File: config.mk
export PLATFORM = sky130hd
export DESIGN_NAME = apx_int_mult
export DESIGN_NICKNAME = d
export VERILOG_FILES = /design/src/rtl/apx_pkg.sv /design/src/rtl/apx_mul_core.sv /design/src/rtl/apx_int_mult.sv
export SDC_FILE = /design/constraint.sdc
export NUM_CORES = 1
export LEC_CHECK = 0
export CAP_MARGIN = 15
export CORE_ASPECT_RATIO = 1.2
export CORE_MARGIN = 5
export CORE_UTILIZATION = 30
export DETAILED_ROUTE_END_ITERATION = 6
export PLACE_DENSITY_LB_ADDON = 0.15
export SYNTH_ARGS = -nofsm -noshare
export SYNTH_HDL_FRONTEND = slang
export SYNTH_HIERARCHICAL = 1
export SYNTH_SLANG_ARGS = --single-unit
File: constraint.sdc
create_clock -name clk -period 3.3 [get_ports clk]
set_clock_uncertainty 0.1 [all_clocks]
set_input_delay 0.33 -clock clk [delete_from_list [all_inputs] [get_ports clk]]
set_output_delay 0.33 -clock clk [all_outputs]
set_load 0.01 [all_outputs]
File: src/rtl/apx_pkg.sv
`default_nettype none
// +------------------------------------------------------------------------+
// | apx_pkg : shared constants, mode encoding and mask helpers for the      |
// |           approximate integer multiplier family.                        |
// | Rev 1.0                                                                |
// +------------------------------------------------------------------------+
package apx_pkg;

    localparam int DEFAULT_WIDTH = 32;
    // Upper bound on WIDTH supported by the constant helpers below.
    localparam int MAX_WIDTH = 128;

    typedef enum logic [1:0] {
        MODE_EXACT = 2'd0,
        MODE_TRUNC = 2'd1,
        MODE_RND   = 2'd2
    } apx_mode_e;

    function automatic logic [MAX_WIDTH-1:0] mask_lsb(input int nab);
        logic [MAX_WIDTH-1:0] m;
        m = '1;
        m = m << nab;
        return m;
    endfunction

    function automatic logic [MAX_WIDTH-1:0] rnd_const(input int nab);
        logic [MAX_WIDTH-1:0] r;
        r = '0;
        if (nab > 0) begin
            r = {{(MAX_WIDTH-1){1'b0}}, 1'b1} << (nab - 1);
        end
        return r;
    endfunction

endpackage
`default_nettype wire

File: src/rtl/apx_mul_core.sv
`default_nettype none
// +------------------------------------------------------------------------+
// | apx_mul_core : combinational WIDTH x WIDTH low-half multiplier with     |
// |                exact, truncated or rounded operand conditioning.       |
// | Rev 1.0                                                                |
// +------------------------------------------------------------------------+
module apx_mul_core
    import apx_pkg::*;
#(
    parameter int        WIDTH = DEFAULT_WIDTH,
    parameter int        NAB   = 0,
    parameter apx_mode_e MODE  = MODE_EXACT
) (
    input  logic [WIDTH-1:0] a,
    input  logic [WIDTH-1:0] b,
    output logic [WIDTH-1:0] p
);

    localparam logic [MAX_WIDTH-1:0] c_MASK_WIDE = mask_lsb(NAB);
    localparam logic [MAX_WIDTH-1:0] c_RND_WIDE  = rnd_const(NAB);
    localparam logic [WIDTH-1:0]     c_MASK      = c_MASK_WIDE[WIDTH-1:0];
    localparam logic [WIDTH-1:0]     c_RND       = c_RND_WIDE[WIDTH-1:0];

    logic [WIDTH-1:0] w_a;
    logic [WIDTH-1:0] w_b;

    // Masked LSBs become constant zero, so synthesis prunes their partial products.
    generate
        if (MODE == MODE_TRUNC && NAB > 0) begin : g_trunc
            assign w_a = a & c_MASK;
            assign w_b = b & c_MASK;
        end else if (MODE == MODE_RND && NAB > 0) begin : g_rnd
            assign w_a = (a + c_RND) & c_MASK;
            assign w_b = (b + c_RND) & c_MASK;
        end else begin : g_exact
            assign w_a = a;
            assign w_b = b;
        end
    endgenerate

    assign p = w_a * w_b;

endmodule
`default_nettype wire

File: src/rtl/apx_int_mult.sv
`default_nettype none
// +------------------------------------------------------------------------+
// | apx_int_mult : registered multiplier producing exact, truncated and     |
// |                rounded products of one operand pair, 1-cycle latency.   |
// | Rev 1.0                                                                |
// +------------------------------------------------------------------------+
module apx_int_mult
    import apx_pkg::*;
#(
    parameter int WIDTH = DEFAULT_WIDTH,
    parameter int NAB   = 0
) (
    input  logic             clk,
    input  logic             rst,
    input  logic             in_valid,
    input  logic [WIDTH-1:0] a,
    input  logic [WIDTH-1:0] b,
    output logic             out_valid,
    output logic [WIDTH-1:0] c_acc,
    output logic [WIDTH-1:0] c_trunc,
    output logic [WIDTH-1:0] c_rnd
);

    generate
        if (NAB < 0 || NAB >= WIDTH || WIDTH > MAX_WIDTH) begin : g_bad_param
            $error("apx_int_mult: NAB must satisfy 0 <= NAB < WIDTH <= MAX_WIDTH");
        end
    endgenerate

    logic [WIDTH-1:0] w_acc;
    logic [WIDTH-1:0] w_trunc;
    logic [WIDTH-1:0] w_rnd;

    logic             r_out_valid;
    logic [WIDTH-1:0] r_acc;
    logic [WIDTH-1:0] r_trunc;
    logic [WIDTH-1:0] r_rnd;

    apx_mul_core #(.WIDTH(WIDTH), .NAB(NAB), .MODE(MODE_EXACT)) u_mul_acc (
        .a (a),
        .b (b),
        .p (w_acc)
    );

    apx_mul_core #(.WIDTH(WIDTH), .NAB(NAB), .MODE(MODE_TRUNC)) u_mul_trunc (
        .a (a),
        .b (b),
        .p (w_trunc)
    );

    apx_mul_core #(.WIDTH(WIDTH), .NAB(NAB), .MODE(MODE_RND)) u_mul_rnd (
        .a (a),
        .b (b),
        .p (w_rnd)
    );

    // Products only load on valid input; otherwise they hold the last result.
    always_ff @(posedge clk or posedge rst) begin
        if (rst) begin
            r_out_valid <= 1'b0;
            r_acc       <= '0;
            r_trunc     <= '0;
            r_rnd       <= '0;
        end else begin
            r_out_valid <= in_valid;
            if (in_valid) begin
                r_acc   <= w_acc;
                r_trunc <= w_trunc;
                r_rnd   <= w_rnd;
            end
        end
    end

    assign out_valid = r_out_valid;
    assign c_acc     = r_acc;
    assign c_trunc   = r_trunc;
    assign c_rnd     = r_rnd;

endmodule
`default_nettype wire

After elaboration in Yosys (flattened, before gate mapping)
Index checks and enable logic that the tools add are counted.
Widths: inputs -> output; s select.

word-level totals
  input port bits = 67
  output and inout port bits = 97
  bits in registers = 33

operators by class
  multipliers = 1

operators by type and width
  cell            count
  $mul 32x32->32  1

Depth between registers and ports, before layout
  depth in word-level cells = 1
  depth in mapped cells = 28
  gate-level depth less buffers = 26

Modules after synthesis
The synthesis kept the hierarchy.

modules (own cells, without submodules)
  module                       area an instance (sq um)  instances  cells an instance
  apx_mul_core at u_mul_acc    15,917.8                  1          1,734
  apx_mul_core at u_mul_trunc  15,802.7                  1          1,704
  apx_mul_core at u_mul_rnd    15,763.9                  1          1,700
  apx_int_mult                 3,793.6                   1          205

Least setup slack after synthesis
No wires, ideal clock.

  path type = input -> register
  from = input port b[3]
  to = register r_rnd[30], in the netlist c_rnd[30]
  required time = 3,075 ps
  buffers on the path = 2
  setup time = 125 ps
  stages on the path = 25
  slack = -3,854 ps
  arrival time = 6,930 ps
  cells stage by stage = clkbuf_1 > clkbuf_1 > and2_1 > fa_1 > inv_1 > fa_1 > fa_1 > fa_1 > inv_1 > fa_1 > inv_1 > fa_1 > inv_1 > fa_1 > fa_1 > ha_1 > a21o_1 > a21o_1 > a21o_1 > nor3_1 > a21oi_2 > a221o_2 > a311oi_2 > xnor2_1 > mux2_2

between the ends
  longest elaborated chain between the ends = 1

RTL lines
  element               RTL line            RTL
  start, declared       apx_int_mult.sv:17  input logic [WIDTH-1:0] b,
  $mul 32x32->32        apx_mul_core.sv:41  assign p = w_a * w_b;
  named net w_rnd[30]   apx_int_mult.sv:32  logic [WIDTH-1:0] w_rnd;
  end signal, assigned  apx_int_mult.sv:69  r_rnd <= w_rnd;
  end, declared         apx_int_mult.sv:37  logic [WIDTH-1:0] r_rnd;

The timed path passes the listed nets, and every way through them passes these cells.
A chain may end at the register's enable or synchronous reset.

Worst setup path after layout
  from = input port b[2]
  to = register r_rnd[30], in the netlist c_rnd[30]

The elaborated chain is that of the path after synthesis.

==> run metrics <==
routing usage on met1 26.83%; Routed WL 184,500 microns; adder-cell share of the synthesized area 56.79%; initial antenna violation count 15; I/O pin cnt 164; top-count cell post-synth fa_1; Crit path arrival time 7.03 ns; DP Area 62,440 sq um; drt pass-1 iters 5; gr ovfl total 0; class of the worst hold path in -> reg; GRT Total Usage 20.24%; most used routing layer met2; final net count 7,781; Max Freq 148.3 MHz; met2 usage 35.42%; largest net degree at the start of global routing 50; Crit Reg-Reg Startpoint c_trunc[31]; DIE AREA 179,300 sq um; Mapped Area 51,280 sq um; Core Area 170,300 sq um; Top FF cell, synth dfrtp_1; post-synthesis xor/xnor area fraction 4.355%; largest family of logic cells by synthesized area adder cells; drt via density 4.571; kind of critical path in -> reg; hold-critical path depth 1; first-pass GRT wire length 275,000 microns; top cell type's share of synthesized area 47.79%; Root Driver clkbuf_16; initial DRC count 1,744; Crit path required time 3.59 ns; via count 38.40k; area grow syn2layout 31.03%; Starting Density 30.11%; final core occ 39.45%; fin area 67,190 sq um; Post-Synthesis Cells 5,343; Worst Tran Pin Value 0.5786 ns; Area contributors post-synth fa_1 48%, and2_1 13%, ha_1 9.0%; Chip Width 387.4 microns; Skew-Pair Late Insertion Delay 0.45 ns; failing checks setup timing; post-DP HPWL 146,100 microns; Final Hold Vio Count 0; Hold Path Origin in_valid; register area share after synthesis 4.734%; Simple-Gate Fraction of Synth Area 18.43%; Syn Area/Cell 9.597 sq um; vias in the first global route 43.27k; Compound-Gate Fraction of Synth Area 3.284%; H-tree depth 3; status finished, violations left; CP Launch Type input pin; Yosys top cell by area fa_1; CTS tree done; reg2reg path depth 1; Max Slew Vio Count 0; Mapped Nets 7,003; final setup fails 83; CTS clk-pin slew, worst paths 0.12 ns; setup ws final -3.444 ns; Crit. End Element flip-flop; Slew HR 61.15%; maxcap violations 0; die extent in y 462.9 microns; Post-synth EDFFs 0; PortBufs 163; Post-synth ARST share 100.0%; ratio of cells with drive above 1 in the final layout 25.42%; Yosys reg bits 97; Antenna Violating Nets Remaining 0; hold_buf cts 0; Site Rows 166; min cycle time layout 6.744 ns; Synth Warn # 6; synth unique cells 81; period utilization 204.4%; Wirelength per Cell 21.96 microns; Worst Setup SP b[2]; Worst Path Max Fanout 9; # DRC 0; Longest Clk Path Bufs 2; Final Wtd Congestion 0.8691; clock tree sinks 97; met3 usage 2.119%; commonest cells in the synthesized netlist 1,224 x fa_1, 1,105 x and2_1, 1,081 x inv_1; post-synthesis mux area share 2.421%; setup_tns -212.13 ns; Num CTS Buffers 9; unrepaired setup endpoints after global routing true
==> state kept, by name (all words and copies together) (netlist names) <==
signal / flops
out_valid: 1
c_acc: 32
c_rnd: 32
c_trunc: 32
==> stage by stage <==
stage          hold slack, ns  worst slack, ns  instances
2_1_floorplan          0.2614           -3.610       5343
3_3_place_gp           0.3893           -4.495       8213
3_5_place_dp           0.3906           -4.522       8213
4_1_cts               0.06772           -3.386       8323
5_1_grt               0.07162           -3.552       8395
6_report              0.07674           -3.444       8401
==> placed cells by master, fill, tap and decap left out, types with 107 or more instances in the layout <==
cell type	netlist	layout
fa_1	1224	1119
inv_1	1081	1033
and2_1	1105	1019
buf_4	0	598
nand2_1	518	504
ha_1	369	248
xnor2_1	197	184
buf_12	4	144
ha_4	0	118
clkdlybuf4s50_1	0	108
buf_6	2	107
==> repair_timing <==
item,in CTS,in global routing
resized for setup,300,382
setup buffers,85,73
setup endpoints to repair,84,84
cloned,10,12
hold endpoints to repair,0,0
pin swaps,164,299
==> cells by family (layout without fill, tap and decap cells) <==
| group | Yosys count | after routing |
|---|---|---|
| multiplexers | 97 | 97 |
| other | 0 | 7 |
| adder cells (fa/ha/maj) | 1593 | 1593 |
| flip-flops | 97 | 97 |
| AND/OR/NAND/NOR | 1732 | 1732 |
| AO/OA/AOI/OAI | 232 | 232 |
| XOR/XNOR | 255 | 255 |
| buffers and inverters | 1337 | 2120 |
==> path summary, 6_finish.rpt <==
check | to | slack [ns]
max | c_rnd[30] | -3.44
min | out_valid | 0.08
max reg2reg | c_trunc[31] | 2.28
min reg2reg | c_trunc[6] | 0.41
max in group asynchronous | c_acc[22] | 2.21
min in group asynchronous | c_rnd[5] | 0.20
==> worst max-delay path, stage by stage <==
cell,delay [ns]
buf_16,0.15
buf_16,0.17
and2_4,0.18
fa_1,0.47
inv_1,0.05
fa_1,0.56
fa_1,0.45
fa_1,0.49
inv_1,0.05
fa_1,0.45
fa_1,0.51
fa_1,0.45
fa_1,0.57
ha_4,0.21
a21o_1,0.18
a21o_1,0.15
a21o_1,0.18
nor3_2,0.18
a21oi_4,0.12
a221o_2,0.44
a311oi_2,0.31
xnor2_1,0.10
mux2_4,0.25
==> final cells by class <==
cell class,count,area (sq um)
clock buffers,10,229.0
repair buffers,1021,10790
fillers,17110,103100
clock inverters,6,65.06
diodes,7,17.52
well taps,2268,2838
flip-flops and latches,97,2427
inverters,1083,4070
multi-input cells,3909,46760
==> routing by layer <==
layer	wire length, microns	vias up
met5	14	-
met4	5265	2
met3	6624	191
met2	92060	735
met1	80520	20274
li1	-	17202
Power is not shown: default switching activity piles up to over one toggle a cycle in this logic, so the estimate is an artifact.
